==> src/rtl/parking_lane_arbiter.sv <==
// Purpose: shares one gate controller between lanes A/B (round-robin), tracks lot occupancy, times blocked-gate lockouts.
// Latency: grant and ctl_rst are registered (1 cycle after the sampled event); ctl_* lane muxing is combinational.
// Backpressure: none; requests are level-held, ignored while serving/locked out or while the lot is full.
// Optional: define PARKING_ARB_STATS_EN to add admit_cnt / lockout_cnt statistics outputs.
module parking_lane_arbiter #(
    parameter int CAPACITY       = 8,
    parameter int CNT_W          = 4,
    parameter int LOCKOUT_CYCLES = 16
) (
    input  logic             clk,
    input  logic             rst,
    input  logic             req_a,
    input  logic             req_b,
    input  logic [15:0]      code_a,
    input  logic [15:0]      code_b,
    input  logic             code_ack_a,
    input  logic             code_ack_b,
    input  logic             left_a,
    input  logic             left_b,
    input  logic             exit_pulse,
    output logic             grant_a,
    output logic             grant_b,
    output logic             ctl_rst,
    output logic             ctl_vehicle_arrival,
    output logic [15:0]      ctl_code,
    output logic             ctl_code_ack,
    output logic             ctl_vehicle_left,
    input  logic             ctl_open_gate,
    input  logic             ctl_close_gate,
    input  logic             ctl_blocked_gate,
    output logic [CNT_W-1:0] occupancy,
    output logic             lot_full,
    output logic             lockout
`ifdef PARKING_ARB_STATS_EN
    ,
    output logic [7:0]       admit_cnt,
    output logic [7:0]       lockout_cnt
`endif
);

    localparam int LCW = (LOCKOUT_CYCLES > 1) ? $clog2(LOCKOUT_CYCLES) : 1;

    typedef enum logic [2:0] {
        S_IDLE,
        S_SERVE,
        S_RELEASE,
        S_ABORT,
        S_LOCKOUT
    } state_t;

    state_t         state, state_nxt;
    logic           owner, owner_nxt;          // 0 = lane A, 1 = lane B
    logic           last_grant, last_nxt;
    logic           admitted, admitted_nxt;
    logic           ctl_rst_nxt;
    logic           inc_req;
    logic           lock_enter;
    logic [LCW-1:0] lock_cnt;

    logic           own_req;
    logic [15:0]    own_code;
    logic           own_ack;
    logic           own_left;
    logic           serving;
    logic           lock_term;
    logic           occ_at_cap;

    // Owner-lane selection of the lane-side signals; the other lane never reaches the controller.
    always_comb begin
        own_req  = owner ? req_b      : req_a;
        own_code = owner ? code_b     : code_a;
        own_ack  = owner ? code_ack_b : code_ack_a;
        own_left = owner ? left_b     : left_a;
    end

    assign serving    = (state == S_SERVE);
    assign lock_term  = (lock_cnt == LCW'(LOCKOUT_CYCLES - 1));
    assign occ_at_cap = (occupancy == CNT_W'(CAPACITY));
    assign lot_full   = occ_at_cap;

    assign ctl_vehicle_arrival = serving & own_req;
    assign ctl_code            = serving ? own_code : 16'h0000;
    assign ctl_code_ack        = serving & own_ack;
    assign ctl_vehicle_left    = serving & own_left;

    // Next-state, ownership and side-effect decode; SERVE checks follow controller priority.
    always_comb begin
        state_nxt    = state;
        owner_nxt    = owner;
        last_nxt     = last_grant;
        admitted_nxt = admitted;
        ctl_rst_nxt  = 1'b0;
        inc_req      = 1'b0;
        lock_enter   = 1'b0;
        case (state)
            S_IDLE: begin
                admitted_nxt = 1'b0;
                if (!lot_full && (req_a || req_b)) begin
                    state_nxt = S_SERVE;
                    owner_nxt = (req_a && req_b) ? ~last_grant : req_b;
                end
            end
            S_SERVE: begin
                if (ctl_blocked_gate) begin
                    state_nxt  = S_LOCKOUT;
                    lock_enter = 1'b1;
                end else if (ctl_close_gate) begin
                    inc_req   = admitted;
                    state_nxt = S_RELEASE;
                end else if (ctl_open_gate) begin
                    admitted_nxt = 1'b1;
                end else if (!own_req && !admitted) begin
                    state_nxt   = S_ABORT;
                    ctl_rst_nxt = 1'b1;
                end
            end
            S_RELEASE, S_ABORT: begin
                admitted_nxt = 1'b0;
                last_nxt     = owner;
                state_nxt    = S_IDLE;
            end
            S_LOCKOUT: begin
                admitted_nxt = 1'b0;
                if (lock_term) begin
                    last_nxt    = owner;
                    state_nxt   = S_IDLE;
                    ctl_rst_nxt = 1'b1;
                end
            end
            default: state_nxt = S_IDLE;
        endcase
    end

    // State, ownership and registered grant/lockout/ctl_rst outputs.
    always_ff @(posedge clk) begin
        if (rst) begin
            state      <= S_IDLE;
            owner      <= 1'b0;
            last_grant <= 1'b1;
            admitted   <= 1'b0;
            grant_a    <= 1'b0;
            grant_b    <= 1'b0;
            lockout    <= 1'b0;
            ctl_rst    <= 1'b1;
        end else begin
            state      <= state_nxt;
            owner      <= owner_nxt;
            last_grant <= last_nxt;
            admitted   <= admitted_nxt;
            grant_a    <= (state_nxt == S_SERVE || state_nxt == S_LOCKOUT) && !owner_nxt;
            grant_b    <= (state_nxt == S_SERVE || state_nxt == S_LOCKOUT) &&  owner_nxt;
            lockout    <= (state_nxt == S_LOCKOUT);
            ctl_rst    <= ctl_rst_nxt;
        end
    end

    // Lockout timer: counts only while in LOCKOUT, idles at zero otherwise.
    always_ff @(posedge clk) begin
        if (rst || state != S_LOCKOUT) begin
            lock_cnt <= '0;
        end else begin
            lock_cnt <= lock_cnt + LCW'(1);
        end
    end

    // Occupancy: a simultaneous admit and exit cancel; saturate at capacity, floor at zero.
    always_ff @(posedge clk) begin
        if (rst) begin
            occupancy <= '0;
        end else if (inc_req && exit_pulse) begin
            occupancy <= occupancy;
        end else if (inc_req) begin
            if (!occ_at_cap) begin
                occupancy <= occupancy + CNT_W'(1);
            end
        end else if (exit_pulse && occupancy != '0) begin
            occupancy <= occupancy - CNT_W'(1);
        end
    end

`ifdef PARKING_ARB_STATS_EN
    // Saturating statistics: real occupancy increments and entries into LOCKOUT.
    always_ff @(posedge clk) begin
        if (rst) begin
            admit_cnt   <= 8'd0;
            lockout_cnt <= 8'd0;
        end else begin
            if (inc_req && !exit_pulse && !occ_at_cap && admit_cnt != 8'hFF) begin
                admit_cnt <= admit_cnt + 8'd1;
            end
            if (lock_enter && lockout_cnt != 8'hFF) begin
                lockout_cnt <= lockout_cnt + 8'd1;
            end
        end
    end
`endif

endmodule

==> config.mk <==
export PLATFORM = sky130hd
export DESIGN_NAME = parking_lane_arbiter
export DESIGN_NICKNAME = d
export VERILOG_FILES = /design/src/rtl/parking_lane_arbiter.sv
export SDC_FILE = /design/constraint.sdc
export NUM_CORES = 1
export LEC_CHECK = 0
export CAP_MARGIN = 20
export CORE_MARGIN = 4
export CORE_UTILIZATION = 36
export CTS_CLUSTER_SIZE = 30
export DETAILED_ROUTE_END_ITERATION = 8
export HOLD_SLACK_MARGIN = 0.1
export PLACE_DENSITY = 0.8
export SLEW_MARGIN = 20
export SYNTH_ARGS = -nofsm -noshare
export SYNTH_HDL_FRONTEND = slang
export SYNTH_SLANG_ARGS = --single-unit
==> constraint.sdc <==
create_clock -name clk -period 2.57 [get_ports clk]
set_input_delay 0.514 -clock clk [delete_from_list [all_inputs] [get_ports clk]]
set_output_delay 0.514 -clock clk [all_outputs]
set_load 0.1 [all_outputs]
### After elaboration in Yosys (flattened, before gate mapping)

Cells that the tools add are included.

* flip-flop bits (word level): 18
* input port bits: 44
* logic and storage cells: 89

* add/sub/neg operators: 3
* bitwise operators: 5
* equality and inequality tests: 14
* reductions and logical operators: 24
* muxes and demuxes: 33

Operators with widths (number)
* $mux W16: 2
* $mux W1: 18
* $mux W3: 6
* $mux W4: 3
* $ne A2 B2 Y1 const B: 5
* $pmux W3 S3: 1
* $add A4 B1 Y4 const B: 2
* $eq A4 B4 Y1 const B: 2
* $logic_and A1 B1 Y1: 7
* $eq A3 B1 Y1 const B: 2
* $eq A3 B2 Y1 const B: 2
* $eq A3 B3 Y1 const B: 2
* $pmux W1 S2: 3
* $reduce_bool A2 Y1: 3
* $logic_not A1 Y1: 4
* $reduce_and A4 Y1: 1
* $reduce_bool A4 Y1: 1
* $reduce_or A4 Y1: 1
* $sub A4 B1 Y4 const B: 1
* $and A1 B1 Y1: 3
* $logic_not A3 Y1: 1
* $logic_or A1 B1 Y1: 3
* $ne A3 B3 Y1 const B: 1
* $reduce_and A3 Y1: 1
* other kinds (3): 4

### Longest topological paths before layout

* word-level depth: 11
* depth in mapped cells: 10
* depth with buffers taken out: 9

### Least setup slack after synthesis

No wires, ideal clock.

* kind: reg-to-reg
* from: register occupancy[3]
* to: register grant_a
* path slack: -2.717 ns
* required time: 2.474 ns
* stages on the path, launching flop included: 5
* buffers on the path: 0
* clock period less this slack: 5.287 ns
* data arrival time: 5.191 ns
* path through: dfxtp_1 -> nor4b_1 -> nor3_1 -> mux2i_1 -> nor4b_1

* word-level cells in the longest chain between the ends: 8
* elaborated cells on any way between the ends: 12
* classes of those cells: eq/ne: 3; mux: 4; reduce/logical: 5

Ends and longest elaborated chain
* start: declaration: line 31 `output logic [CNT_W-1:0] occupancy,`
* start signal: assignment: line 171 `occupancy <= occupancy;`
* start signal: assignment: line 174 `occupancy <= occupancy + CNT_W'(1);`
* start signal: assignment: line 177 `occupancy <= occupancy - CNT_W'(1);`
* $eq A4 B4 Y1 (*): line 78 `assign occ_at_cap = (occupancy == CNT_W'(CAPACITY));`
* net lot_full: line 32 `output logic lot_full,`
* $logic_not A1 Y1 (*)
* $logic_and A1 B1 Y1 (*): line 98 `if (!lot_full && (req_a || req_b)) begin`
* $mux W3: line 98
* $pmux W3 S3: line 95 `case (state)`
* $eq A3 B1 Y1 / $eq A3 B3 Y1 (equally long branches): line 150 `grant_a <= (state_nxt == S_SERVE || state_nxt == S_LOCKOUT) && !owner_nxt;`
* $logic_or A1 B1 Y1: line 150
* $logic_and A1 B1 Y1 (*): line 150
* end signal: assignment: line 150
* end: declaration: line 21 `output logic grant_a,`

Mark *: on every way through the listed nets, which the timed path passes. The rest lies on a longest branch.
A chain may end at the register's enable or synchronous reset.

### Worst setup path in the final report

* from: register state[1]
* to: register occupancy[3]

* word-level cells in the longest chain between the ends: 5
* elaborated cells on any way between the ends: 8
* classes of those cells: eq/ne: 2; mux: 2; bitwise: 1; reduce/logical: 3

Ends and longest elaborated chain
* start: declaration: line 51 `state_t state, state_nxt;`
* start signal: assignment: line 146 `state <= state_nxt;`
* $eq A3 B1 Y1 (*): line 95
* $mux W1 (*): line 95
* parallel branches: the longest is 3 deep, another holds $reduce_and A3 Y1

Every way passes the cells marked *.

==> summary.txt <==
Die Area: 4040 um2
# H-tree levels: 1
Io pins: 72
CP max-delay cell: or3b_1
Chip width: 63.6 um
Skew final: 3.59 ps
Critical Path End Type: register
Least-Margin Pin Slew: 615 ps
Fin crit period: 2430 ps
Iteration-0 DRC Markers: 53
Hold Crit Depth: 1
# diodes: 0
# DRC: 0
Slew Limit Headroom: 58.9%
Seq cells post-synth: 18
Synthesized area: 1110 um2
Critical path data arrival time: 2650 ps
Asr flop ratio synth: 0%
Post-route ant nets: 0
Worst-case clock buffer depth: 2
Syn Area/Cell: 8.49 um2
Sequential area share after synthesis: 32.4%
Clock Latency Late Sink: 300 ps
Leading area contributor after synthesis: dfxtp_1
Post-CTS resize count: 0
DR vias/cell: 5.36
Area Overhead vs Synth: 90.0%
Startpoint types: register
Synth Instances: 131
Wirelength per Cell: 16.8 um
Fmax: 0.411 GHz
Placed Cells: 232
R2r setup slk: 140 ps
Die Ht: 63.6 um
Pre-Repair DR Iteration Count: 5
Hold Crit Class: reg -> reg
Design Power: 2.26 mW
Pre-CTS setup slack: -75.8 ps
GP Congestion: 0.853
Largest net degree at the start of global routing: 23
Top FF cell, synth: dfxtp_1
Core area: 2850 um2
Hold-fix buffers, CTS: 0
I/O Buffers: 71
Sink Count: 18
WS Path Type: reg -> reg
Setup violations, final: 0
Finished Layout Cells: 236
Clk slew on worst S/H paths: 100 ps
WL final: 3.97 mm
Max cap viols: 0
Synthesized net count: 179
Worst Path Required: 2790 ps
Share of post-route cells with drive strength above 1: 22.4%
Yosys cell types: 31
Critical path's most frequent cell: a21oi_1
Root Driver: clkbuf_4
CP cell instances: or3b_1 > nor3_4 > inv_1 > ha_1 > a21o_1 > a21oi_1 > xnor2_1 > or3_1 > a21oi_1
Total CTS buffers: 3
Fin worst setup slack: 139 ps
Layout Nets: 254
Crit Path Max Fanout: 6
Top-area cell type share of the netlist area: 32.4%
Status: finished clean
CTS tree: done
Largest cells by area after synthesis: dfxtp_1, mux2i_1, nor2_1
Final period util: 94.6%
RSZ-0062 raised after global routing: false
Grt total ovfl: 0
Postcts setup bufs: 0
Pwr dens: 1070 nW/um2
Critical path's largest stage delay: 460 ps
Post-synth EDFFs: 0
Row cnt: 19
Vias in the first global route: 1333
Starting Density: 39.0%
DP Wirelength: 3.37 mm
Max-slew violations: 0
Routed vias: 1266
R2R depth: 9
Total track usage: 20.0%
Leak: 0.822 nW
Final Hold Vio Count: 0
Warnings, synthesis: 0
Antenna violations before repair: 0
First-pass GRT wire length: 6.32 mm
Max rail drop VDD: 617 uV
[where the power goes]
group / internal (mW) / switching, mW
Sequential: 0.348 / 0.0891
Clock: 0.0866 / 0.0893
Combinational: 0.540 / 1.11
[stage by stage]
step	area [um2]	util (%)	TNS, ps	hold WS, ps
after floorplan	1140	-	-5170	433
after global placement	2080	72.8	0	448
after detailed placement	2080	72.8	-75.8	454
after CTS	2110	74.1	0	468
after global routing	2110	74.1	0	505
final	2110	74.1	0	467
[cells in the final DEF, fill, tap and decap left out, drive strengths merged, types with 3 or more instances in the layout]
master          n
clkdlybuf4s50  43
nor2           30
o21ai           3
inv             3
nor3b           3
buf            35
dfxtp          18
a21oi           5
clkbuf          4
mux2i          25
ha              3
xor2            3
nor3            9
[layer usage]
layer	global-route usage, %	vias up	part of all wire [%]
li1	-	608	-
met4	5.66	0	1.1
met5	0	-	0
met1	22.1	593	37
met3	5.86	7	7.0
met2	36.8	58	55
[path summary, 6_finish.rpt]
check	startpoint	end
max	state[1]	occupancy[3]
min	lock_cnt[0]	lock_cnt[0]
max reg2reg	state[1]	occupancy[3]
min reg2reg	lock_cnt[0]	lock_cnt[0]
[final cells by class]
class | count | area, um2
Inverter | 3 | 11.3
Fill cell | 214 | 739
Multi-Input combinational cell | 102 | 728
Timing Repair Buffer | 78 | 931
Clock buffer | 4 | 36.3
Tap cell | 31 | 38.8
Sequential cell | 18 | 368
[sequential cells by signal, indices dropped and copies added (netlist names)]
name and flops:
admitted 1, ctl_rst 1, grant_a 1, grant_b 1, last_grant 1, lock_cnt 4, lockout 1, occupancy 4
owner 1, state 3
[synthesized netlist by cell type, drive strengths merged (2+ instances only)]
library cell / number
inv: 3
nand3: 2
nor3b: 3
nor4b: 2
buf: 3
xor2: 3
clkbuf: 5
nor3: 9
xnor2: 2
a21oi: 5
ha: 3
nand2: 2
nor2: 30
mux2i: 25
o21ai: 3
dfxtp: 18
nor4: 2
[critical path, delay by kind of cell (launching register included)]
family                   cells  cell delay, ps
AND/OR/NAND/NOR              3             960
XOR/XNOR                     1             110
AO/OA/AOI/OAI                3             530
buffers and inverters        1              90
adder cells (fa/ha/maj)      1             280
flip-flops                   1             380
[kinds of logic (layout without fill, tap and decap cells)]
logic type                 count (synthesis)  count (layout)  synth area share, %
adders and majority gates                  4               4                 5.17
xor gates and xnor gates                   5               5                 3.94
AOI/OAI and AO/OA                         14              14                 8.21
and+or+nand+nor                           54              54                 24.0
buffers and inverters                     11              85                 3.82
muxes                                     25              25                 22.5
DFF                                       18              18                 32.4
Note: power is estimated with default switching activity, not from simulation.
==> RTL edit: new RTL, same flow settings <==
Encoding of `state_t`: now one-hot (5 bits for 5 states).
--- a/src/rtl/parking_lane_arbiter.sv
+++ b/src/rtl/parking_lane_arbiter.sv
@@ -42,8 +42,8 @@
 
-    typedef enum logic [2:0] {
-        S_IDLE,
-        S_SERVE,
-        S_RELEASE,
-        S_ABORT,
-        S_LOCKOUT
+    typedef enum logic [4:0] {
+        S_IDLE    = 5'b00001,
+        S_SERVE   = 5'b00010,
+        S_RELEASE = 5'b00100,
+        S_ABORT   = 5'b01000,
+        S_LOCKOUT = 5'b10000
     } state_t;
Function: same outputs for any inputs over 10 cycles, from zero or initial values and one cycle with rst high; not proved beyond that.
==> RTL edit against the original RTL <==
Largest power group unchanged. Global-route usage fell by 3.7 points. Highest routed layer unchanged. Clock power grew 2%. Worst hold slack got worse by 0.015 ns. Final cell count rose by 15%. Total power fell by 23%. Critical path type is now input pin to register. Routed wire length is 11% lower. Synthesized area grew 18%. Design area grew 8.8%. Setup slack better by 0.11 ns. Largest cell class unchanged. First-iteration DRC count fell by 1.9%. Sequential cell count is 2 higher.
==> RTL edit: results (changes against the original RTL) <==
CTS_BUFFER_DEPTH=2  # unchanged
HP-START='lock_cnt[0]'
ANTENNA_VIOLATIONS_BEFORE_REPAIR=0  # unchanged
NETLIST_TOP_CELLS_COUNT='43 x sky130_fd_sc_hd__nor2_1, 22 x sky130_fd_sc_hd__mux2i_1, 20 x sky130_fd_sc_hd__dfxtp_1, 6 x sky130_fd_sc_hd__clkbuf_1, 6 x sky130_fd_sc_hd__xor2_1'
YOSYSWARNINGS=0  # unchanged
BUFFER_COUNT_FROM_POST_CTS_SETUP_FIXING=0  # unchanged
WHS_ENDPOINT='lock_cnt[0]'
SYNTH.TOP_CELLS.BY_AREA='sky130_fd_sc_hd__dfxtp_1 31%, sky130_fd_sc_hd__mux2i_1 17%, sky130_fd_sc_hd__nor2_1 12%, sky130_fd_sc_hd__xor2_1 4.0%, sky130_fd_sc_hd__ha_1 2.9%'
LAYOUT_TOP_REGISTERS='state x5, lock_cnt x4, occupancy x4'
DRIVE_GT1_SHARE_PCT=21.8  # -0.66 points
WORST_SLEW_MARGIN_REL_PCT=66.8  # +7.9 points
FIRST_PASS_GRT_WIRE_LENGTH_UM=5690  # -9.9%
POSTROUTEWIRELENGTH_UM=3530  # -11%
CLOCK_LATENCY_NS=0.30  # about the same
OUTCOME='complete, no violations'
GRT_START_MAX_NET_PINS=26  # +13%
PEAK_FANOUT_ALONG_THE_CRITICAL_PATH=4  # -2
SYNTH_FP_NETS=201  # +12%
PLACED_INSTANCES=267  # +15%
CTS.HTREE.LEVELS=1  # unchanged
GRT_PASS1_VIAS=1299  # -2.6%
DR_TOTAL_VIAS=1332  # +5.2%
YOSYSSEQAREASHARE_PCT=30.6  # -1.8 points
NUMBER_OF_BUFFERS_CREATED_BY_CTS=3  # unchanged
GRT_USAGE_PCT=16.3  # -3.7 points
FIRSTDRTPASSITERS=4  # -1
ASYNC_FLOP_SHARE_PCT=0  # unchanged
REGTOREGSTARTPOINT='state[4]'
POST_CTS.RESIZED_INSTANCES=0  # unchanged
R2R-END='occupancy[3]'
NUM-NETS-FINAL=274  # +7.9%
POWER.IR.VDD_WORST_mV=0.308  # -50%
HOLD_WS_NS=0.452  # -0.0145 ns
WORST_R2R_PATH_DEPTH=8  # -1
CP_DATA_ARRIVAL_TIME_NS=2.55  # -0.10 ns
P_LEAK_nW=0.873  # +6.2%
FINALCLOCKSKEW_NS=0.00468  # +0.00108 ns
POST_DR_WIRELENGTH_CELL_UM=13.0  # -23%
REG2REG_SETUP_SLACK_NS=0.40  # +0.26 ns
NETLIST-CELL-TYPE-COUNT=38  # +23%
PLACE_CONGESTION=0.748  # -12%
DP_HPWL_UM=2940  # -13%
DR.FIRST_ITER.DRC_COUNT=52  # -1.9%
HOLD_PATH_CLASS='register to register'
HOLD_PATH_CELL_CNT=1  # unchanged
YS_DOMINANT_REG_CELL='sky130_fd_sc_hd__dfxtp_1'
POST_SYN_INSTANCES=153  # +17%
CTS.ROOT.BUFFER_CELL='sky130_fd_sc_hd__clkbuf_4'
## RTL edit: cell type report
cell class                 instances  area (um2)
clock buffer                       4        36.3
fill                             299        1120
inverter                           3        11.3
multi-input combinational        120         855
sequential                        20         408
tap                               46        57.6
timing repair buffer              78         931
## RTL edit: metal layers
metal | wire length (um) | vias to the layer above | global-route usage (%)
li1 | - | 684 | -
met1 | 1310 | 582 | 17.2
met2 | 1690 | 61 | 26.7
met3 | 479 | 5 | 9.03
met4 | 49 | 0 | 6.70
met5 | 0 | - | 0
## RTL edit: how the worst max path moves through the flow
stage                           startpoint  cells after the start  slack (ns)           end
after floorplan                   state[3]                      5       -0.30  ctl_code[10]
after global placement    ctl_blocked_gate                      9       -0.03  occupancy[3]
after detailed placement  ctl_blocked_gate                      9       -0.07  occupancy[3]
after CTS                 ctl_blocked_gate                      9        0.25  occupancy[3]
after global routing      ctl_blocked_gate                      9        0.13  occupancy[3]
final                     ctl_blocked_gate                      9        0.25  occupancy[3]
## RTL edit: kinds of logic (layout without fill, tap and decap cells)
| logic type | count (synthesis) | after routing | synth area share (%) |
|---|---|---|---|
| adders and majority gates | 4 | 4 | 4.40 |
| and+or+nand+nor | 67 | 67 | 26.9 |
| xor gates and xnor gates | 8 | 8 | 5.35 |
| buffers and inverters | 13 | 85 | 4.78 |
| AOI/OAI and AO/OA | 18 | 18 | 9.47 |
| DFF | 20 | 20 | 30.6 |
| muxes | 23 | 23 | 18.5 |
## RTL edit: per-stage QoR
stage | total power [mW] | utilization, % | TNS (ns) | area, um2 | setup WS [ns]
after floorplan | 1.24 | - | -5.72 | 1330 | -0.301
after global placement | 1.56 | 66.2 | -0.0316 | 2260 | -0.0316
after detailed placement | 1.58 | 66.2 | -0.0742 | 2260 | -0.0742
after CTS | 1.76 | 67.3 | 0 | 2300 | 0.248
after global routing | 1.85 | 67.3 | 0 | 2300 | 0.133
final | 1.75 | 67.3 | 0 | 2300 | 0.252
## RTL edit: worst max-delay path: stages
cell,delay [ns]
sky130_fd_sc_hd__clkdlybuf4s50_1,0.45
sky130_fd_sc_hd__nor4b_4,0.27
sky130_fd_sc_hd__nand4_4,0.14
sky130_fd_sc_hd__buf_4,0.18
sky130_fd_sc_hd__ha_1,0.28
sky130_fd_sc_hd__a21oi_1,0.17
sky130_fd_sc_hd__xor2_1,0.09
sky130_fd_sc_hd__or3_1,0.31
sky130_fd_sc_hd__a21oi_1,0.14
## RTL edit: report_power, final
group          switching [mW]  internal [mW]  leakage (nW)
Combinational           0.729          0.405         0.687
Clock                  0.0938         0.0865        0.0210
Sequential             0.0689          0.363         0.165
Total                   0.891          0.854         0.873
